$ cat config.mk
export PLATFORM = sky130hd
export DESIGN_NAME = hall_call_dispatcher
export DESIGN_NICKNAME = d
export VERILOG_FILES = /design/src/rtl/sys_pkg.sv /design/src/rtl/nearest_call_finder.sv /design/src/rtl/hall_call_dispatcher.sv
export SDC_FILE = /design/constraint.sdc
export NUM_CORES = 1
export LEC_CHECK = 0
export ABC_CLOCK_PERIOD_IN_PS = 52800
export CAP_MARGIN = 20
export CORE_MARGIN = 5
export CORE_UTILIZATION = 45
export CTS_CLUSTER_SIZE = 25
export DETAILED_ROUTE_END_ITERATION = 8
export GPL_TIMING_DRIVEN = 0
export MAX_ROUTING_LAYER = met4
export PLACE_DENSITY = 0.68
export SYNTH_ARGS = -nofsm -noshare
export SYNTH_HDL_FRONTEND = slang
export SYNTH_SLANG_ARGS = --single-unit
$ cat constraint.sdc
create_clock -name clk -period 52.8 [get_ports clk]
set_input_delay 10.56 -clock clk [delete_from_list [all_inputs] [get_ports clk]]
set_output_delay 10.56 -clock clk [all_outputs]
set_load 0.1 [all_outputs]
$ cat src/rtl/sys_pkg.sv
// Shared constants, types and distance helper for the hall call dispatcher.
package sys_pkg;
    localparam int NUM_FLOORS = 8;
    localparam int FLOOR_W    = 3;

    typedef enum logic {
        IDLE     = 1'b0,
        ASSIGNED = 1'b1
    } elev_state_e;

    typedef struct packed {
        logic [FLOOR_W-1:0] floor;
        logic               dir_up;
    } call_t;

    // Unsigned |a - b| with one extra bit so the subtraction never wraps.
    function automatic logic [FLOOR_W:0] floor_dist(input logic [FLOOR_W-1:0] a,
                                                   input logic [FLOOR_W-1:0] b);
        logic [FLOOR_W:0] a_ext;
        logic [FLOOR_W:0] b_ext;
        a_ext = {1'b0, a};
        b_ext = {1'b0, b};
        return (a_ext >= b_ext) ? (a_ext - b_ext) : (b_ext - a_ext);
    endfunction
endpackage

$ cat src/rtl/nearest_call_finder.sv
// Combinational search for the candidate call closest to one elevator.
module nearest_call_finder
    import sys_pkg::*;
(
    input  logic [FLOOR_W-1:0]    location,
    input  logic [NUM_FLOORS-1:0] up_mask,
    input  logic [NUM_FLOORS-1:0] down_mask,
    output logic                  found,
    output call_t                 best
);

    logic [FLOOR_W:0]   best_dist_s;
    logic [FLOOR_W:0]   dist_s;
    logic [FLOOR_W-1:0] idx_s;

    // Scan low to high, up before down; strict '<' keeps the earliest entry on a tie.
    always_comb begin
        found       = 1'b0;
        best        = '0;
        best_dist_s = '0;
        dist_s      = '0;
        idx_s       = '0;
        for (int i = 0; i < NUM_FLOORS; i++) begin
            idx_s  = FLOOR_W'(i);
            dist_s = floor_dist(location, idx_s);
            if (up_mask[i] && (!found || (dist_s < best_dist_s))) begin
                found       = 1'b1;
                best.floor  = idx_s;
                best.dir_up = 1'b1;
                best_dist_s = dist_s;
            end
            if (down_mask[i] && (!found || (dist_s < best_dist_s))) begin
                found       = 1'b1;
                best.floor  = idx_s;
                best.dir_up = 1'b0;
                best_dist_s = dist_s;
            end
        end
    end

endmodule

$ cat src/rtl/hall_call_dispatcher.sv
// Latches hall calls, hands each one to a free elevator and retires it on arrival.
module hall_call_dispatcher
    import sys_pkg::*;
(
    input  logic                    clk,
    input  logic                    rst_n,
    input  logic [NUM_FLOORS-1:0]   up_call,
    input  logic [NUM_FLOORS-1:0]   down_call,
    input  logic [2*FLOOR_W-1:0]    elevators_location,
    input  logic [1:0]              doors_status,
    output logic [2*FLOOR_W-1:0]    target_floor,
    output logic [1:0]              target_valid,
    output logic [NUM_FLOORS-1:0]   pending_up,
    output logic [NUM_FLOORS-1:0]   pending_down
);

    // No up button on the top floor, no down button on the ground floor.
    localparam logic [NUM_FLOORS-1:0] UP_VALID   = ~(NUM_FLOORS'(1) << (NUM_FLOORS - 1));
    localparam logic [NUM_FLOORS-1:0] DOWN_VALID = ~NUM_FLOORS'(1);

    logic [NUM_FLOORS-1:0] pending_up_q,    pending_up_d;
    logic [NUM_FLOORS-1:0] pending_down_q,  pending_down_d;
    logic [NUM_FLOORS-1:0] assigned_up_q,   assigned_up_d;
    logic [NUM_FLOORS-1:0] assigned_down_q, assigned_down_d;
    elev_state_e           state_q  [2];
    elev_state_e           state_d  [2];
    logic [FLOOR_W-1:0]    target_q [2];
    logic [FLOOR_W-1:0]    target_d [2];
    logic                  dir_up_q [2];
    logic                  dir_up_d [2];

    logic [FLOOR_W-1:0]    loc_s    [2];
    logic                  loc_ok_s [2];
    logic                  clear_s  [2];
    logic                  found_s  [2];
    call_t                 best_s   [2];
    logic                  grant_s  [2];
    logic                  grant_e1_s;
    logic                  grant_e2_s;
    logic [NUM_FLOORS-1:0] cand_up_s;
    logic [NUM_FLOORS-1:0] cand_down_s;
    logic [NUM_FLOORS-1:0] grant_up_s;
    logic [NUM_FLOORS-1:0] grant_down_s;
    logic [NUM_FLOORS-1:0] clr_up_s;
    logic [NUM_FLOORS-1:0] clr_down_s;

    assign cand_up_s   = pending_up_q   & ~assigned_up_q;
    assign cand_down_s = pending_down_q & ~assigned_down_q;

    // Per-elevator location decode and arrival detection (door bit 0 means open).
    always_comb begin
        for (int e = 0; e < 2; e++) begin
            loc_s[e]    = elevators_location[e*FLOOR_W +: FLOOR_W];
            loc_ok_s[e] = ({1'b0, loc_s[e]} < (FLOOR_W+1)'(NUM_FLOORS));
            clear_s[e]  = (state_q[e] == ASSIGNED) && loc_ok_s[e] &&
                          (loc_s[e] == target_q[e]) && !doors_status[e];
        end
    end

    nearest_call_finder u_finder_e1 (
        .location  (loc_s[0]),
        .up_mask   (cand_up_s),
        .down_mask (cand_down_s),
        .found     (found_s[0]),
        .best      (best_s[0])
    );

    nearest_call_finder u_finder_e2 (
        .location  (loc_s[1]),
        .up_mask   (cand_up_s),
        .down_mask (cand_down_s),
        .found     (found_s[1]),
        .best      (best_s[1])
    );

    // E1 has priority, so a single call can never reach both elevators in one cycle.
    assign grant_e1_s = (state_q[0] == IDLE) && loc_ok_s[0] && found_s[0];
    assign grant_e2_s = !grant_e1_s && (state_q[1] == IDLE) && loc_ok_s[1] && found_s[1];
    assign grant_s[0] = grant_e1_s;
    assign grant_s[1] = grant_e2_s;

    // Elevator FSM next state and target capture.
    always_comb begin
        for (int e = 0; e < 2; e++) begin
            state_d[e]  = state_q[e];
            target_d[e] = target_q[e];
            dir_up_d[e] = dir_up_q[e];
            case (state_q[e])
                IDLE: begin
                    if (grant_s[e]) begin
                        state_d[e]  = ASSIGNED;
                        target_d[e] = best_s[e].floor;
                        dir_up_d[e] = best_s[e].dir_up;
                    end else begin
                        state_d[e]  = IDLE;
                    end
                end
                ASSIGNED: begin
                    if (clear_s[e]) begin
                        state_d[e] = IDLE;
                    end else begin
                        state_d[e] = ASSIGNED;
                    end
                end
                default: state_d[e] = IDLE;
            endcase
        end
    end

    // Call bookkeeping; a clear overrides a simultaneous press of the same call.
    always_comb begin
        grant_up_s   = '0;
        grant_down_s = '0;
        clr_up_s     = '0;
        clr_down_s   = '0;
        for (int e = 0; e < 2; e++) begin
            if (grant_s[e]) begin
                if (best_s[e].dir_up) begin
                    grant_up_s[best_s[e].floor] = 1'b1;
                end else begin
                    grant_down_s[best_s[e].floor] = 1'b1;
                end
            end
            if (clear_s[e]) begin
                if (dir_up_q[e]) begin
                    clr_up_s[target_q[e]] = 1'b1;
                end else begin
                    clr_down_s[target_q[e]] = 1'b1;
                end
            end
        end
        pending_up_d    = (pending_up_q   | (up_call   & UP_VALID))   & ~clr_up_s;
        pending_down_d  = (pending_down_q | (down_call & DOWN_VALID)) & ~clr_down_s;
        assigned_up_d   = (assigned_up_q   | grant_up_s)   & ~clr_up_s;
        assigned_down_d = (assigned_down_q | grant_down_s) & ~clr_down_s;
    end

    // State registers; reset drops every call, assignment and target at once.
    always_ff @(posedge clk or negedge rst_n) begin
        if (!rst_n) begin
            pending_up_q    <= '0;
            pending_down_q  <= '0;
            assigned_up_q   <= '0;
            assigned_down_q <= '0;
            for (int e = 0; e < 2; e++) begin
                state_q[e]  <= IDLE;
                target_q[e] <= '0;
                dir_up_q[e] <= 1'b0;
            end
        end else begin
            pending_up_q    <= pending_up_d;
            pending_down_q  <= pending_down_d;
            assigned_up_q   <= assigned_up_d;
            assigned_down_q <= assigned_down_d;
            for (int e = 0; e < 2; e++) begin
                state_q[e]  <= state_d[e];
                target_q[e] <= target_d[e];
                dir_up_q[e] <= dir_up_d[e];
            end
        end
    end

    assign target_floor = {target_q[1], target_q[0]};
    assign target_valid = {(state_q[1] == ASSIGNED), (state_q[0] == ASSIGNED)};
    assign pending_up   = pending_up_q;
    assign pending_down = pending_down_q;

endmodule

## After elaboration in Yosys (flattened, before gate mapping)

Cells that the tools add are included.

- $add $sub $neg: 28
- Order comparisons: 52
- Eq/ne operators: 2
- Mux-type cells: 136
- Bitwise gates (word level): 20
- Reductions and logical operators: 105

Operator list:

| operator | number |
|---|---|
| 4-bit 2-to-1 mux | 63 |
| 8-bit 2-to-1 mux | 16 |
| 4-bit less-than comparator | 26 |
| 8-bit OR | 7 |
| 8-bit bitwise AND | 6 |
| 1-bit logical AND | 41 |
| 1-bit 2-to-1 mux | 41 |
| 1-bit zero test | 32 |
| 8-bit NOT | 4 |
| 3-bit by 3-bit subtractor with 4-bit output (first input constant) | 8 |
| 3-bit by 3-bit subtractor with 4-bit output (second input constant) | 8 |
| 1-bit logical OR | 30 |
| 3-bit >= comparator (second input constant) | 8 |
| 3-bit 2-to-1 mux | 8 |
| 3-bit by 1-bit >= comparator with 1-bit output (second input constant) | 6 |
| 3-bit by 4-bit less-than comparator with 1-bit output (second input constant) | 4 |
| 2-bit by 3-bit subtractor with 4-bit output (first input constant) | 4 |
| 3-bit by 2-bit subtractor with 4-bit output (second input constant) | 4 |
| 1-bit demux with 3-bit select | 4 |
| 3-bit by 2-bit >= comparator with 1-bit output (second input constant) | 4 |
| 4-bit by 3-bit less-than comparator with 1-bit output | 2 |
| 8-bit by 7-bit OR with 8-bit output | 1 |
| 1-bit by 3-bit subtractor with 4-bit output (first input constant) | 2 |
| 3-bit by 1-bit subtractor with 4-bit output (second input constant) | 2 |
| 6 further kinds | 12 |

- Bits in registers: 42
- Input bits: 26
- Output and inout bits: 24

## Logic depth before layout (Yosys ltp)

- Depth after elaboration: 74
- Mapped depth: 117
- Mapped depth without buffers: 115

## Cells and area by module

From an unflattened synthesis, not the netlist that was laid out.

- Cells, all modules: 1014
- Area total of the unflattened synthesis: 7699.9 µm²

By module, submodules not included:

| module | instances | cells an instance | area each (µm²) |
|---|---|---|---|
| nearest_call_finder (u_finder_e1) | 1 | 407 | 2842.7 |
| nearest_call_finder (u_finder_e2) | 1 | 380 | 2687.6 |
| hall_call_dispatcher | 1 | 227 | 2169.6 |

## Least setup slack after synthesis

No wires, ideal clock.

- Path type: input to register
- Start point: input port elevators_location[4]
- End point: register assigned_down_q[3]
- Data arrival time: 31059 ps
- Data required time: 52676 ps
- Slack: 21618 ps
- Stages on the path: 102
- Cell sequence: clkbuf_1 > inv_1 > ha_1 > ha_1 > nand2_1 > nand2_1 > o21ai_0 > inv_1 > ha_1 > a21o_1 > a2111oi_0 > o21ai_1 > nor2_1 > a31oi_1 > ha_1 > inv_1 > a2111o_1 > o32a_1 > [... 66 more ...] > o31ai_1 > nand2_1 > mux2_2 > ha_1 > a21o_1 > a211oi_1 > a22oi_1 > nand2_1 > nor2_1 > a21oi_1 > ha_1 > a2111o_1 > nand2b_1 > o311ai_0 > nand3_1 > nor2_1 > and3_1 > o31a_1

- Word-level cells in the longest chain between the ends: 70
- Elaborated cells between the ends (all ways): 148
- Classes of those cells: 14 x add/sub; 24 x order compare; 1 x eq/ne; 57 x mux; 4 x bitwise; 48 x reduce/logical

RTL lines:

| what | line | source |
|---|---|---|
| start: declaration | hall_call_dispatcher.sv:9 | `input logic [2*FLOOR_W-1:0] elevators_location,` |
| 3-bit 2-to-1 mux | nearest_call_finder.sv:26 | `if (up_mask[i] && (!found \|\| (dist_s < best_dist_s))) begin` |
| 3-bit less-than comparator | nearest_call_finder.sv:32 | `if (down_mask[i] && (!found \|\| (dist_s < best_dist_s))) begin` |
| 1-bit logical OR | nearest_call_finder.sv:32 |  |
| 1-bit logical AND | nearest_call_finder.sv:32 |  |
| 3-bit 2-to-1 mux or 1-bit 2-to-1 mux (tied branches) | nearest_call_finder.sv:32 |  |
| 4-bit by 3-bit less-than comparator with 1-bit output or 1-bit zero test (tied branches) | nearest_call_finder.sv:26 |  |
| 1-bit logical OR | nearest_call_finder.sv:26 |  |
| 1-bit logical AND | nearest_call_finder.sv:26 |  |
| [... 55 more ...] | - |  |
| 1-bit 2-to-1 mux (implied by the code) | hall_call_dispatcher.sv:121 | `grant_down_s[best_s[e].floor] = 1'b1;` |
| 1-bit demux with 3-bit select | hall_call_dispatcher.sv:121 |  |
| 8-bit OR (no line) | - |  |
| 8-bit 2-to-1 mux | hall_call_dispatcher.sv:118 | `if (best_s[e].dir_up) begin` |
| 8-bit 2-to-1 mux | hall_call_dispatcher.sv:117 | `if (grant_s[e]) begin` |
| 8-bit OR | hall_call_dispatcher.sv:135 | `assigned_down_d = (assigned_down_q \| grant_down_s) & ~clr_down_s;` |
| 8-bit bitwise AND (*) | hall_call_dispatcher.sv:135 |  |
| via assigned_down_d[3] | hall_call_dispatcher.sv:24 | `logic [NUM_FLOORS-1:0] assigned_down_q, assigned_down_d;` |
| end signal: assignment | hall_call_dispatcher.sv:154 | `assigned_down_q <= assigned_down_d;` |
| end: declaration | hall_call_dispatcher.sv:24 |  |

The timed path passes the listed nets; every way through them passes the cells marked *.
A chain may end at the register's enable or synchronous reset.

## Worst setup path after layout

- Start point: input port elevators_location[5]
- End point: register assigned_up_q[3]

- Word-level cells in the longest chain between the ends: 70
- Elaborated cells between the ends (all ways): 148
- Classes of those cells: 14 x add/sub; 24 x order compare; 1 x eq/ne; 57 x mux; 4 x bitwise; 48 x reduce/logical

RTL lines:

| what | line | source |
|---|---|---|
| 3-bit 2-to-1 mux | nearest_call_finder.sv:26 |  |
| 3-bit less-than comparator | nearest_call_finder.sv:32 |  |
| 1-bit logical OR | nearest_call_finder.sv:32 |  |
| 1-bit logical AND | nearest_call_finder.sv:32 |  |
| 3-bit 2-to-1 mux or 1-bit 2-to-1 mux (tied branches) | nearest_call_finder.sv:32 |  |
| 4-bit by 3-bit less-than comparator with 1-bit output or 1-bit zero test (tied branches) | nearest_call_finder.sv:26 |  |
| 1-bit logical OR | nearest_call_finder.sv:26 |  |
| 1-bit logical AND | nearest_call_finder.sv:26 |  |
| [... 55 more ...] | - |  |
| 1-bit 2-to-1 mux (implied by the code) | hall_call_dispatcher.sv:119 | `grant_up_s[best_s[e].floor] = 1'b1;` |
| 1-bit demux with 3-bit select | hall_call_dispatcher.sv:119 |  |
| 8-bit OR (no line) | - |  |
| 8-bit 2-to-1 mux | hall_call_dispatcher.sv:118 |  |
| 8-bit 2-to-1 mux | hall_call_dispatcher.sv:117 |  |
| 8-bit OR | hall_call_dispatcher.sv:134 | `assigned_up_d = (assigned_up_q \| grant_up_s) & ~clr_up_s;` |
| 8-bit bitwise AND (*) | hall_call_dispatcher.sv:134 |  |
| via assigned_up_d[3] | hall_call_dispatcher.sv:23 | `logic [NUM_FLOORS-1:0] assigned_up_q, assigned_up_d;` |
| end signal: assignment | hall_call_dispatcher.sv:153 | `assigned_up_q <= assigned_up_d;` |
| end: declaration | hall_call_dispatcher.sv:23 |  |

Marked as above.

==> flow_summary.yaml <==
status:
  status: "complete, no violations"
global_route:
  grt_use_total_pct: 24.1
  antenna_found_initial: 0
  grt_first_pass_wirelength_um: 37700
  grt_pass1_vias: 7466
  grt_max_degree: 24
  overflow: 0
route:
  dr.pass1.iters: 5
  drt_iter0_markers: 596
  top_layer: "met4"
  met1_length_um: 10800
  routedWlPerCell_um: 18.5
  wl_um: 23400
  drc: 0
  wl_met3_um: 1460
  route.vias.total: 7810
  dr_wl_met2_um: 10500
  via_per_inst: 6.17
  ant_nets: 0
flow_run:
  maxCapViolations: 0
timing:
  hold_viol_final: 0
  fmax_mhz: 28.4
  fin_crit_ps: 35160
  max-slew-margin-rel_pct: 28.4
  finClkSkew_ps: 5.75
  finalMaxSlewViolations: 0
  worst-slew-pin-transition_ps: 1060
  whs_ps: 541
  rsz0062_at_grt: "false"
  min_period_over_period_pct: 66.6
  finalSetupViolations: 0
  setup_tns_ps: 0
critical_path:
  critical_path.max_stage_delay_ps: 700
  crit_arrival_ps: 35370
  cp.required_ps: 53010
  crit_slowest_cell: "clkdlybuf4s50_1"
  crit_path_end_kind: "register"
  crit_fanout: 10
  rr_worst_depth: 98
  timing.critical_path.mode_cell: "ha_1"
  r2r_start: "assigned_up_q[0]"
  start_kind: "input pin"
  cp_top_family: "compound AO/OA/AOI/OAI gates"
  rr_endpoint: "assigned_up_q[3]"
  path_buf_inv: 10
  critPathKind: "in -> reg"
  rrSetupSlack_ps: 29090
clock_tree:
  htreeDepth: 2
  clock-sinks: 42
  cts_resized: 0
  cts-root-buf: "clkbuf_16"
  clock_latency_ps: 290
  cts_tree: "done"
  clock_path_buffers: 2
  cts-hold-fix-buffers: 0
  cts_inserted_buffers: 5
  cts_setup_buffers: 0
  clkSlewWorstSetupHoldPaths_ps: 70
layout:
  antennaDiodeCount: 0
  drive_gt1_share_pct: 9.09
  synthToLayoutAreaGrowth_pct: 12.2
  finalNetCount: 1166
synthesis:
  async_flop_share_pct: 100
  ys_seq_area_share_pct: 14.1
  avgSynthCellArea_sq_um: 7.56
  post-synth-top-area-cell: "ha_1"
  syn-instance-count: 988
  ys_types: 95
  synth_edf_count: 0
  synthTopCellsByArea: "ha_1 16%, dfrtp_1 14%, a21oi_1 6.0%"
  yosysWarnings: 0
  synth-seq-cells: 42
  synth_area_sq_um: 7470
  synthTopCellsByCount: "104 x nor2_1, 96 x ha_1, 89 x a21oi_1"
  synth.most_common_cell: "nor2_1"
  synth_ff_type: "dfrtp_1"
  synth_top_area_share_pct: 16.1
floorplan:
  core_sq_um: 16400
  dieArea_sq_um: 19300
  die_h_um: 139
  die_x_um: 139
  io_pins: 50
  rows: 47
  start_util_pct: 45.5
place:
  dp_hpwl_um: 19200
  port_buffers: 47
  globalplace.congestion: 0.967
worst_hold_path:
  hold_path_end: "assigned_down_q[3]"
  hp-start: "assigned_down_q[3]"
  whs_path_depth: 1
  hp-class: "reg -> reg"
## flip-flops by register name, summed over array words and instances, names as in the netlist
register	cells
assigned_down_q	8
assigned_up_q	8
dir_up_q	2
pending_down	8
pending_up	8
target_floor	6
target_valid	2
## worst max-delay path by stage
stage,startpoint,end,cells after the start
finish,elevators_location[5],assigned_up_q[3],102
global route,elevators_location[5],assigned_up_q[3],103
CTS,elevators_location[5],assigned_up_q[3],102
detailed placement,elevators_location[5],assigned_up_q[3],102
global placement,elevators_location[5],assigned_up_q[3],102
floorplan,elevators_location[4],assigned_down_q[3],102
## per-stage QoR
step / area (sq um) / setup slack, ps / util, % / std cells
after floorplan: 7470 / 21620 / - / 989
after global placement: 8220 / 17990 / 50.1 / 1256
after detailed placement: 8230 / 17690 / 50.2 / 1257
after CTS: 8370 / 17910 / 51.0 / 1265
after global routing: 8370 / 16110 / 51.0 / 1265
final: 8370 / 17640 / 51.0 / 1265
## layout by cell type (no fill, tap or decap), types with 18 or more instances in the layout
cell             Yosys  layout
nor2_1             104     104
ha_1                96      96
a21oi_1             89      89
nand2_1             84      84
inv_1               63      63
o21ai_0             62      62
clkdlybuf4s50_1      0      46
dfrtp_1             42      42
mux2_2              33      33
nand3_1             31      31
o21a_1              29      29
nand2b_1            24      24
mux2i_1             23      23
nor2b_1             22      22
a21o_1              18      18
## layout make-up
type / count / area, sq um
sequential: 42 / 1050
multi-input combinational: 860 / 6060
timing repair buffer: 48 / 485
clock buffer: 5 / 125
clock inverter: 3 / 18.8
buffer: 23 / 115
inverter: 64 / 240
fill: 1629 / 8030
tap: 220 / 275
## cells by family (layout without fill, tap and decap cells)
| kind of cell | after synthesis | after routing | synth area share [%] |
|---|---|---|---|
| other | 1 | 2 | 0.0502 |
| AOI/OAI and AO/OA | 352 | 352 | 32.9 |
| adders and majority gates | 96 | 96 | 16.1 |
| buffers and inverters | 87 | 143 | 4.76 |
| and+or+nand+nor | 348 | 348 | 23.3 |
| DFF | 42 | 42 | 14.1 |
| muxes | 56 | 56 | 8.06 |
| xor gates and xnor gates | 6 | 6 | 0.704 |
## metal layers
| metal | global-route usage [%] | vias to the layer above |
|---|---|---|
| met1 | 32.2 | 3686 |
| met5 | - | - |
| met3 | 3.21 | 46 |
| li1 | - | 3812 |
| met2 | 38.5 | 266 |
| met4 | 6.13 | 0 |
## worst register-to-register path: cells and delay by family, from the launching register on
family | cells | cell delay [ps]
AO/OA/AOI/OAI | 51 | 12030
adder cells (fa/ha/maj) | 14 | 3930
multiplexers | 11 | 3760
AND/OR/NAND/NOR | 15 | 2790
buffers and inverters | 7 | 720
flip-flops | 1 | 440
Power is not shown: default switching activity piles up to over one toggle a cycle in this logic, so the estimate is an artifact.
